File: src/rtl/attack_issue_ctrl.sv
// -----------------------------------------------------------------------------
// attack_issue_ctrl
//
// Player-side front end of the attack path. It synchronizes and debounces the
// raw active-low attack button and latches the one-hot row switches and the
// 3-bit mode switches. For each press it issues one fixed-length active-low
// attack strobe, with stable selection lines, followed by a release debounce
// and a cooldown before the next press is accepted.
//
// Optional feature (macro ATTACK_COUNT_EN): adds saturating attack and error
// counters as extra outputs. With the macro undefined neither port nor any
// counter logic exists.
//
// Ports:
//   clk        in   system clock, all logic on the rising edge
//   rst_n      in   synchronous reset, active low
//   btn_n      in   raw attack button, active low, asynchronous to clk
//   row_sw     in   [2:0] raw row switches {D,C,B}, must be one-hot
//   mode_sw    in   [2:0] raw mode switches {E,F,G}
//   atk_n      out  registered attack strobe, active low
//   atk_row    out  [2:0] latched one-hot row, valid while atk_n = 0
//   atk_mode   out  [2:0] latched mode, valid while atk_n = 0
//   busy       out  high whenever the FSM is not idle
//   err        out  one-cycle pulse on a rejected selection
//   atk_count  out  [7:0] saturating count of strobes   (ATTACK_COUNT_EN)
//   err_count  out  [3:0] saturating count of err pulses (ATTACK_COUNT_EN)
// -----------------------------------------------------------------------------
module attack_issue_ctrl #(
    parameter int DEBOUNCE_CYCLES = 16,
    parameter int HOLD_CYCLES     = 4,
    parameter int COOLDOWN_CYCLES = 8,
    parameter int CNT_W           = 8
) (
    input  logic       clk,
    input  logic       rst_n,
    input  logic       btn_n,
    input  logic [2:0] row_sw,
    input  logic [2:0] mode_sw,
    output logic       atk_n,
    output logic [2:0] atk_row,
    output logic [2:0] atk_mode,
    output logic       busy,
    output logic       err
`ifdef ATTACK_COUNT_EN
    ,
    output logic [7:0] atk_count,
    output logic [3:0] err_count
`endif
);

    typedef enum logic [2:0] {
        IDLE = 3'd0,
        DEB  = 3'd1,
        FIRE = 3'd2,
        WREL = 3'd3,
        COOL = 3'd4
    } state_t;

    // Terminal counts: the shared counter starts at 0 on every state entry,
    // so a phase of N cycles ends when the counter reads N-1.
    localparam logic [CNT_W-1:0] DEB_LAST  = CNT_W'(DEBOUNCE_CYCLES - 1);
    localparam logic [CNT_W-1:0] HOLD_LAST = CNT_W'(HOLD_CYCLES - 1);
    localparam logic [CNT_W-1:0] COOL_LAST = CNT_W'(COOLDOWN_CYCLES - 1);

    state_t           state_q;
    logic [CNT_W-1:0] cnt_q;
    logic             sync1_q;
    logic             sync2_q;
    logic             atk_n_q;
    logic [2:0]       atk_row_q;
    logic [2:0]       atk_mode_q;
    logic             err_q;

    logic             btn_s;
    logic             row_ok;
    logic             mode_ok;
    logic             deb_done;
    logic             fire_go;
    logic             reject_go;

    assign btn_s = sync2_q;

    // 2-flop synchronizer for the asynchronous button.
    always_ff @(posedge clk) begin
        // NOTE: the synchronizer resets to 1, the released level of an
        // active-low button, so reset never looks like a press.
        if (!rst_n) begin
            sync1_q <= 1'b1;
            sync2_q <= 1'b1;
        end else begin
            sync1_q <= btn_n;
            sync2_q <= sync1_q;
        end
    end

    // Selection validity, evaluated on the raw switches at the latch edge.
    always_comb begin
        row_ok  = 1'b0;
        mode_ok = 1'b0;
        case (row_sw)
            3'b001, 3'b010, 3'b100: row_ok = 1'b1;
            default:                row_ok = 1'b0;
        endcase
        case (mode_sw)
            3'b001, 3'b010, 3'b011, 3'b100, 3'b101: mode_ok = 1'b1;
            default:                                mode_ok = 1'b0;
        endcase
    end

    // Debounce completes on the edge that sees the last required low sample.
    assign deb_done  = (state_q == DEB) && !btn_s && (cnt_q == DEB_LAST);
    assign fire_go   = deb_done && row_ok && mode_ok;
    assign reject_go = deb_done && !(row_ok && mode_ok);

    // Main FSM with registered strobe and selection outputs.
    always_ff @(posedge clk) begin
        // NOTE: all sequential state uses non-blocking assignments so every
        // register samples the pre-edge values of the others.
        if (!rst_n) begin
            state_q    <= IDLE;
            cnt_q      <= '0;
            atk_n_q    <= 1'b1;
            atk_row_q  <= 3'b000;
            atk_mode_q <= 3'b000;
            err_q      <= 1'b0;
        end else begin
            err_q <= 1'b0;
            case (state_q)
                IDLE: begin
                    if (!btn_s) begin
                        state_q <= DEB;
                        cnt_q   <= '0;
                    end
                end

                DEB: begin
                    if (btn_s) begin
                        // Bounce: any high sample aborts the press.
                        state_q <= IDLE;
                        cnt_q   <= '0;
                    end else if (fire_go) begin
                        state_q    <= FIRE;
                        cnt_q      <= '0;
                        atk_n_q    <= 1'b0;
                        atk_row_q  <= row_sw;
                        atk_mode_q <= mode_sw;
                    end else if (reject_go) begin
                        state_q <= WREL;
                        cnt_q   <= '0;
                        err_q   <= 1'b1;
                    end else begin
                        cnt_q <= cnt_q + CNT_W'(1);
                    end
                end

                FIRE: begin
                    // The button is not looked at here: the strobe length is
                    // fixed regardless of an early release.
                    if (cnt_q == HOLD_LAST) begin
                        state_q    <= WREL;
                        cnt_q      <= '0;
                        atk_n_q    <= 1'b1;
                        atk_row_q  <= 3'b000;
                        atk_mode_q <= 3'b000;
                    end else begin
                        cnt_q <= cnt_q + CNT_W'(1);
                    end
                end

                WREL: begin
                    // Holding the button parks here, giving one strobe per press.
                    if (!btn_s) begin
                        cnt_q <= '0;
                    end else if (cnt_q == DEB_LAST) begin
                        state_q <= COOL;
                        cnt_q   <= '0;
                    end else begin
                        cnt_q <= cnt_q + CNT_W'(1);
                    end
                end

                COOL: begin
                    if (cnt_q == COOL_LAST) begin
                        state_q <= IDLE;
                        cnt_q   <= '0;
                    end else begin
                        cnt_q <= cnt_q + CNT_W'(1);
                    end
                end

                default: begin
                    state_q <= IDLE;
                    cnt_q   <= '0;
                end
            endcase
        end
    end

    assign atk_n    = atk_n_q;
    assign atk_row  = atk_row_q;
    assign atk_mode = atk_mode_q;
    assign err      = err_q;
    assign busy     = (state_q != IDLE);

`ifdef ATTACK_COUNT_EN
    logic [7:0] atk_count_q;
    logic [3:0] err_count_q;

    // Saturating event counters; they advance on the same edge that starts
    // the strobe or raises err.
    always_ff @(posedge clk) begin
        if (!rst_n) begin
            atk_count_q <= 8'd0;
            err_count_q <= 4'd0;
        end else begin
            if (fire_go && (atk_count_q != 8'hFF)) begin
                atk_count_q <= atk_count_q + 8'd1;
            end
            if (reject_go && (err_count_q != 4'hF)) begin
                err_count_q <= err_count_q + 4'd1;
            end
        end
    end

    assign atk_count = atk_count_q;
    assign err_count = err_count_q;
`endif

endmodule

File: config.mk
export PLATFORM = sky130hd
export DESIGN_NAME = attack_issue_ctrl
export DESIGN_NICKNAME = d
export VERILOG_FILES = /design/src/rtl/attack_issue_ctrl.sv
export SDC_FILE = /design/constraint.sdc
export NUM_CORES = 1
export LEC_CHECK = 0
export CORE_ASPECT_RATIO = 0.8
export CORE_MARGIN = 3
export CORE_UTILIZATION = 45
export DETAILED_ROUTE_END_ITERATION = 16
export HOLD_SLACK_MARGIN = 0.03
export PLACE_DENSITY = 0.76
export SETUP_SLACK_MARGIN = 0.5
export SLEW_MARGIN = 20
export SYNTH_ARGS = -nofsm -noshare
export SYNTH_HDL_FRONTEND = slang
export SYNTH_SLANG_ARGS = --single-unit
File: constraint.sdc
create_clock -name clk -period 2.7 [get_ports clk]
set_input_delay 0.675 -clock clk [delete_from_list [all_inputs] [get_ports clk]]
set_output_delay 0.675 -clock clk [all_outputs]
set_load 0.02 [all_outputs]
== Yosys cells after proc, flatten, opt, wreduce, memory -nomap -nowiden ==
Cells that the tools add are included.

* Bits in registers: 21
* Output and inout port bits: 9
* Word-level logic and storage cells: 82

* Add/subtract/negate cells: 1
* Eq/ne operators: 23
* Multiplexer cells: 32
* Bitwise logic cells: 2
* Reduce and logical (&&, ||, !) cells: 16

{| class="wikitable"
|+ Operators with widths
! kind !! count
|-
| two-way mux 8 bit || 8
|-
| one-hot mux 8 bit (5 select lines) || 1
|-
| two-way mux 3 bit || 13
|-
| equality test 3 x 2 -> 1 bit, second input constant || 5
|-
| one-hot mux 3 bit (5 select lines) || 1
|-
| inequality test 2 bit, second input constant || 7
|-
| equality test 3 bit, second input constant || 4
|-
| one-hot mux 3 bit (2 select lines) || 2
|-
| equality test 3 x 1 -> 1 bit, second input constant || 3
|-
| adder 8 x 1 -> 8 bit, second input constant || 1
|-
| equality test 8 x 2 -> 1 bit, second input constant || 1
|-
| equality test 8 x 3 -> 1 bit, second input constant || 1
|-
| equality test 8 x 4 -> 1 bit, second input constant || 1
|-
| logical AND 1 bit || 6
|-
| two-way mux 1 bit || 6
|-
| AND reduction 6 bit || 1
|-
| OR reduction 5 bit || 1
|-
| inequality test 4 bit, second input constant || 1
|-
| AND reduction 4 bit || 1
|-
| OR reduction 4 bit || 1
|-
| logical NOT 3 bit || 1
|-
| nonzero test 3 bit || 1
|-
| OR reduction 3 bit || 1
|-
| logical NOT 1 bit || 2
|-
| other kinds (3) || 4
|}

== Logic depth before layout (Yosys ltp) ==
Gate-level depths: netlist of run 1.

* Depth in word-level cells: 10
* Mapped depth: 6

== Worst setup path before layout of run 1 ==
Ideal clock, no wire load.

* Path kind: flip-flop to flip-flop
* Start point: reg cnt_q[6]
* End point: reg cnt_q[3]
* Arrival: 1.693 ns
* Path slack: 0.884 ns
* Cell stages (with the launch flop): 7
* Path buffers: 1
* Clock period less this slack: 1.816 ns
* Cell sequence: dfxtp_1 -> or4_1 -> buf_2 -> nor4b_4 -> o311ai_2 -> o21bai_2 -> nor2_1

* Longest elaborated chain between the ends: 7
* Elaborated cells on any way between the ends: 15

{| class="wikitable"
|+ RTL lines
! element !! line !! text
|-
| from (decl) || 66 || <nowiki>logic [CNT_W-1:0] cnt_q;</nowiki>
|-
| from (signal assigned) || 152 || <nowiki>cnt_q <= cnt_q + CNT_W'(1);</nowiki>
|-
| from (signal assigned) || 166 || <nowiki>cnt_q <= cnt_q + CNT_W'(1);</nowiki>
|-
| from (signal assigned) || 178 || <nowiki>cnt_q <= cnt_q + CNT_W'(1);</nowiki>
|-
| equality test 8 x 4 -> 1 bit || 111, 174 ||
|-
| logical AND 1 bit || 111 || <nowiki>assign deb_done = (state_q == DEB) && !btn_s && (cnt_q == DEB_LAST);</nowiki>
|-
| logical AND 1 bit, on equally long branches || 113, 112 ||
|-
| two-way mux 8 bit or logical AND 1 bit (tied branches) || 147, 112 ||
|-
| two-way mux 8 bit || 141 || <nowiki>end else if (fire_go) begin</nowiki>
|-
| two-way mux 8 bit || 137 || <nowiki>if (btn_s) begin</nowiki>
|-
| one-hot mux 8 bit (5 select lines) * || 128 || <nowiki>case (state_q)</nowiki>
|}

Every way passes the cells marked *; elsewhere a longest branch is shown, timed or not.
A chain may end at the register's enable or synchronous reset.

== Worst setup path in the final report of run 1 ==
* Start point: in mode_sw[1]
* End point: reg atk_mode_q[1] (netlist: atk_mode[1])

* Longest elaborated chain between the ends: 6
* Elaborated cells on any way between the ends: 13

{| class="wikitable"
|+ RTL lines
! element !! line !! text
|-
| from (decl) || 38 || <nowiki>input logic [2:0] mode_sw,</nowiki>
|-
| equality test 3 x 1 -> 1 bit (tied with other cells) || 104 || <nowiki>case (mode_sw)</nowiki>
|-
| OR reduction 5 bit || 104 ||
|-
| two-way mux 1 bit || 104 ||
|-
| logical AND 1 bit || 112 || <nowiki>assign fire_go = deb_done && row_ok && mode_ok;</nowiki>
|-
| inequality test 2 bit (no line) || - ||
|-
| AND reduction 4 bit (no line) || - ||
|-
| to (signal assigned) || 146 || <nowiki>atk_mode_q <= mode_sw;</nowiki>
|-
| to (decl) || 71 || <nowiki>logic [2:0] atk_mode_q;</nowiki>
|}

Several ways; a longest one is shown, not always the timed one. The select of a mux whose other input is x is not followed.

==> flow_metrics.env, run 1 <==
export IMPL_async_flop_share_pct=0
export IMPL_num_nets_final=149
export IMPL_regToRegStartpoint="cnt_q[6]"
export IMPL_period_needed_ns=1.998
export IMPL_dpl_cell_count=159
export IMPL_syn_avg_cell_area_sq_um=9.169
export IMPL_critical_path_required_ns=2.88
export IMPL_die_w_um=61.74
export IMPL_cts_buffer_depth=2
export IMPL_clkTransAtPathRegs_ns=0.11
export IMPL_post_route_period_util_pct=73.99
export IMPL_crit_path_max_fanout=7
export IMPL_grt_antenna_before_repair=0
export IMPL_placeableCoreArea_sq_mm=0.002252
export IMPL_syn_num_nets=132
export IMPL_area_growth_pct=20.69
export IMPL_power_frac_seq_pct=52.3
export IMPL_first_global_vias=877
export IMPL_final_setup_tns_ns=0
export IMPL_p_per_area_mw_per_mm2=473.4
export IMPL_p_total_mw=0.6391
export IMPL_rsz0062_at_grt="no"
export IMPL_crit_type="primary input to flip-flop"
export IMPL_totalWireLength_um=2254
export IMPL_reg2reg_depth=5
export IMPL_setup_viol=0
export IMPL_cp_start_kind="primary input"
export IMPL_synth_area_leader_cell="dfxtp_1"
export IMPL_clk_latency_ns=0.30
export IMPL_clock_skew_ns=0.001100
export IMPL_routedWlPerCell_um=13.83
export IMPL_via_count=935
export IMPL_grt_first_pass_wirelength_um=3877
export IMPL_min_path_type="flip-flop to flip-flop"
export IMPL_switchingPower_mw=0.1942
export IMPL_numPortBuffers=17
export IMPL_cts_tree="done"
export IMPL_irDropWorstVdd_mv=0.2774
export IMPL_end_kind="flip-flop"
export IMPL_dieHeight_um=50.60
export IMPL_fin_cells=163
export IMPL_gp_congestion=0.8507
export IMPL_synth_area_sq_mm=0.001119
export IMPL_post_cts_resized=6
export IMPL_p_int_mw=0.4450
export IMPL_worstPathArrival_ns=2.18
export IMPL_synth_ff_type="dfxtp_1"
export IMPL_switching_share_pct=30.38
export IMPL_yosysSeqAreaShare_pct=37.58
export IMPL_synth_area_top_cells="dfxtp_1 (38%), mux2i_1 (6.3%), nor2_1 (5.7%)"
export IMPL_die_area_sq_mm=0.003124
export IMPL_slew_headroom_pct=65.40
export IMPL_whs_path_depth=1
export IMPL_pwr_share_comb_pct=24.2
export IMPL_drt_antenna_violating_nets=0
export IMPL_hold_end="btn_s"
export IMPL_postCtsSetupBuffers=0
export IMPL_worst_slew_pin_slew_ns=0.5177
export IMPL_initial_core_util_pct=49.67
export IMPL_finalHoldViolations=0
export IMPL_maxCapViolations=0
export IMPL_drv_slew=0
export IMPL_avgViaCountPerCell=5.736
export IMPL_synth_edf_count=0
export IMPL_root_buffer="clkbuf_4"
export IMPL_max_freq_mhz=500.6
export IMPL_power_static_leakage_nw=0.5182
export IMPL_rr_endpoint="cnt_q[4]"
export IMPL_hp_start="sync1_q"
export IMPL_regToRegSetupSlack_ns=0.72
export IMPL_initialDrtViolationCount=32
export IMPL_synthCells=122
export IMPL_cts_buffers=3
export IMPL_status="completed"
export IMPL_p_clk_share_pct=23.4
export IMPL_drive_gt1_share_pct=13.77
export IMPL_rows=15
export IMPL_grt_max_degree=12
export IMPL_dr_pass1_iters=4
export IMPL_h_tree_depth=1
export IMPL_hold_buffers=0
export IMPL_io_pins=18
export IMPL_yosys_warnings=0
export IMPL_clock_sinks=21
export IMPL_drc=0
export IMPL_gr_total_overflow=0
export IMPL_n_fill_cell=191
export IMPL_ys_types=41
export IMPL_synth_seq_cells=21
export IMPL_diodes=0
export IMPL_hpwl_um=1707
export IMPL_synth_top_area_share_pct=37.58
export IMPL_grt_usage_pct=16.28
## metal layers
layer / vias to the layer above / global-route usage (%) / wire, um
met4: 0 / 2.120 / 9
met5: - / 0 / 0
met3: 2 / 4.627 / 103
li1: 469 / - / -
met2: 25 / 24.22 / 965
met1: 439 / 23.68 / 1175
## per-stage QoR
step	worst slack [ns]	hold WS, ns	util, %	cell area, sq um
2_1_floorplan	0.8843	0.3863	-	1119
3_3_place_gp	0.4179	0.3910	57.61	1297
3_5_place_dp	0.3642	0.3944	57.61	1297
4_1_cts	0.5348	0.4222	59.28	1335
5_1_grt	0.5324	0.4505	59.94	1350
6_report	0.7023	0.4232	59.94	1350
## worst max path at each step
stage	start	to	slack (ns)
detailed placement	mode_sw[1]	atk_row[2]	0.36
finish	mode_sw[1]	atk_mode[1]	0.70
global placement	mode_sw[1]	atk_mode[2]	0.42
global route	mode_sw[1]	atk_row[2]	0.53
floorplan	cnt_q[6]	cnt_q[3]	0.88
CTS	state_q[1]	busy	0.53
## Yosys cell counts (2+ instances only)
cell / number
nor3_1: 4
nand2_1: 9
xnor2_1: 5
and3_1: 2
clkbuf_1: 2
nor2b_1: 4
dfxtp_1: 21
buf_2: 3
and4_1: 2
a21oi_1: 4
nand2b_1: 4
nand3_1: 5
inv_1: 2
nor2_1: 17
o21ai_0: 3
mux2i_1: 7
xor2_1: 4
## power groups by stage
stage | combinational, mW | clock (mW) | sequential [mW]
after global routing | 0.168 | 0.170 | 0.337
after global placement | 0.150 | 0 | 0.338
after detailed placement | 0.153 | 0 | 0.339
after CTS | 0.155 | 0.156 | 0.332
after floorplan | 0.112 | 0 | 0.333
final | 0.155 | 0.150 | 0.335
## cells by family after synthesis
family,after synthesis,share of synthesized area (%)
AOI/OAI and AO/OA,19,15.10
xor gates and xnor gates,9,7.046
DFF,21,37.58
buffers and inverters,7,2.685
adders and majority gates,1,1.118
and+or+nand+nor,58,30.20
muxes,7,6.264
## critical path: stages
cell	delay [ns]
clkdlybuf4s50_1	0.50
nor3_1	0.06
a221oi_1	0.31
nand4_2	0.31
mux2i_1	0.25
nor2_1	0.06
## sequential cells by signal, indices dropped and copies added, names as in the netlist
name / count
err: 1
btn_s: 1
sync1_q: 1
cnt_q: 8
state_q: 3
atk_n: 1
atk_mode: 3
atk_row: 3
## final cells by class
| type | instances | area [sq um] | share of cell area, % |
|---|---|---|---|
| multi-input cells | 94 | 680.7 | 50.42 |
| flip-flops and latches | 21 | 431.7 | 31.97 |
| repair buffers | 17 | 172.7 | 12.79 |
| well taps | 25 | 31.28 | 2.317 |
| clock buffers | 4 | 26.28 | 1.946 |
| inverters | 2 | 7.507 | 0.5561 |
## cell usage in the layout (no fill, tap or decap), types with 2 or more instances in the layout
cell | Yosys | final
a21oi_1 | 4 | 4
and3_1 | 2 | 2
and4_1 | 2 | 2
clkbuf_4 | 0 | 3
clkdlybuf4s50_1 | 0 | 16
dfxtp_1 | 21 | 18
dfxtp_4 | 0 | 3
inv_1 | 2 | 2
mux2i_1 | 7 | 7
nand2_1 | 9 | 9
nand2b_1 | 4 | 4
nand3_1 | 5 | 5
nor2_1 | 17 | 16
nor2b_1 | 4 | 4
nor3_1 | 4 | 4
o21ai_0 | 3 | 3
xnor2_1 | 5 | 5
xor2_1 | 4 | 4
(Power assumes the default switching activity.)
==> inputs of run 2 (changes only) <==
PLACE_DENSITY = 0.79   (was 0.76)
clock period = 1.81 ns   (was 2.7 ns; I/O delays follow)
==> flow_metrics.env, run 2 (same netlist as run 1, synthesis figures left out) <==
export IMPL_rows=15
export IMPL_clock_sinks=21
export IMPL_first_global_vias=1050
export IMPL_area_growth_pct=36.24
export IMPL_worstSetupStartpoint="cnt_q[4]"
export IMPL_hold_buffers=0
export IMPL_power_static_leakage_nw=0.6378
export IMPL_p_per_area_mw_per_mm2=673.2
export IMPL_numPortBuffers=17
export IMPL_avgViaCountPerCell=5.641
export IMPL_met2_usage_pct=32.75
export IMPL_cts_buffers=3
export IMPL_hpwl_um=1960
export IMPL_clk_latency_ns=0.31
export IMPL_slew_headroom_pct=69.26
export IMPL_worstPathArrival_ns=2.11
export IMPL_grt_first_pass_wirelength_um=4664
export IMPL_diodes=0
export IMPL_largest_reg_flops=8
export IMPL_drive_gt1_share_pct=36.48
export IMPL_gp_congestion=0.8660
export IMPL_initial_core_util_pct=49.67
export IMPL_regToRegStartpoint="cnt_q[4]"
export IMPL_hp_start="sync1_q"
export IMPL_drt_antenna_violating_nets=0
export IMPL_h_tree_depth=1
export IMPL_clkTransAtPathRegs_ns=0.12
export IMPL_setup_viol=13
export IMPL_use_met3_pct=4.884
export IMPL_post_route_period_util_pct=103.1
export IMPL_die_area_sq_mm=0.003124
export IMPL_grt_max_degree=12
export IMPL_dieHeight_um=50.60
export IMPL_grt_antenna_before_repair=0
export IMPL_p_total_mw=1.026
export IMPL_routedWlPerCell_um=15.20
export IMPL_critical_path_required_ns=2.06
export IMPL_crit_path_max_fanout=5
export IMPL_finalHoldViolations=0
export IMPL_final_cell_mix="buf_4 (22), nor2_1 (16), dfxtp_1 (15), nand2_1 (9), clkdlybuf4s50_1 (8)"
export IMPL_initialDrtViolationCount=63
export IMPL_root_buffer="clkbuf_4"
export IMPL_setup_slack_ns=-0.05686
export IMPL_clock_skew_ns=0.001945
export IMPL_drc=0
export IMPL_worst_slew_pin_slew_ns=0.4604
export IMPL_violations="negative setup slack"
export IMPL_crit_type="flip-flop to flip-flop"
export IMPL_rsz0062_at_grt="yes"
export IMPL_cp_start_kind="flip-flop"
export IMPL_die_w_um=61.74
export IMPL_final_setup_tns_ns=-0.3608
export IMPL_min_path_type="flip-flop to flip-flop"
export IMPL_via_count=1038
export IMPL_met1_usage_pct=24.92
export IMPL_dr_pass1_iters=4
export IMPL_design_area_sq_mm=0.001524
export IMPL_fin_cells=184
export IMPL_final_common_cell="buf_4"
export IMPL_regMostFlops="cnt_q"
export IMPL_grt_usage_pct=19.63
export IMPL_max_freq_mhz=535.7
export IMPL_num_nets_final=170
export IMPL_gr_total_overflow=0
export IMPL_grt_busiest_layer="met2"
export IMPL_dpl_cell_area_sq_mm=0.001449
export IMPL_placeableCoreArea_sq_mm=0.002252
export IMPL_cts_buffer_depth=2
export IMPL_drv_slew=0
export IMPL_totalWireLength_um=2796
export IMPL_period_needed_ns=1.867
export IMPL_dpl_cell_count=177
export IMPL_status="finished, violations left"
export IMPL_cts_tree="done"
export IMPL_end_kind="flip-flop"
export IMPL_irDropWorstVdd_mv=0.3819
export IMPL_maxCapViolations=0
export IMPL_io_pins=18
[run 2: final timing paths]
kind	to	slack, ns	depth (start not counted)
worst max-delay path	state_q[0]	-0.06	5
worst max register to register	state_q[0]	-0.06	5
worst min-delay path	btn_s	0.44	1
worst min register to register	btn_s	0.44	1
[run 2: power by group]
group / total, mW / internal [mW] / switching, mW
clock: 0.235 / 0.0861 / 0.149
sequential: 0.485 / 0.471 / 0.0146
combinational: 0.305 / 0.139 / 0.167
total: 1.03 / 0.695 / 0.330
[run 2: through the flow]
step           hold slack [ns]  setup slack (ns)  util [%]
4_1_cts                 0.4394          -0.05551     65.61
2_1_floorplan           0.3863           0.03613         -
6_report                0.4382          -0.05686     67.67
3_5_place_dp            0.4084           -0.1788     64.33
5_1_grt                 0.4517           -0.1401     67.67
3_3_place_gp            0.3885           -0.1379     64.33
[run 2: timing repair]
item	CTS	global route
pin swaps	10	4
endpoints found under the setup margin	28	24
buffers inserted	1	2
resized for setup	46	16
[run 2: final cells by class]
class                      count  area [sq um]
clock buffer                   4         26.28
sequential                    21         432.9
timing repair buffer          38         304.0
fill                         179         728.2
inverter                       2         7.507
tap                           25         31.28
multi-input combinational     94         721.9
[run 2: per-layer routing]
layer	up-vias	wire length, um
met5	-	0
met4	0	26
met3	4	102
met2	28	1363
met1	494	1304
li1	512	-
[run 2: critical path: stages (launching register included)]
cell      delay, ns
dfxtp_2        0.34
or4_4          0.59
nor4b_4        0.28
o311ai_2       0.18
a31oi_2        0.21
mux2i_1        0.20
==> inputs of run 3 (changes only) <==
SLEW_MARGIN = 5   (was 20)
==> results of run 3 <==
The final DEF is identical to that of run 2; final timing and power are the same.
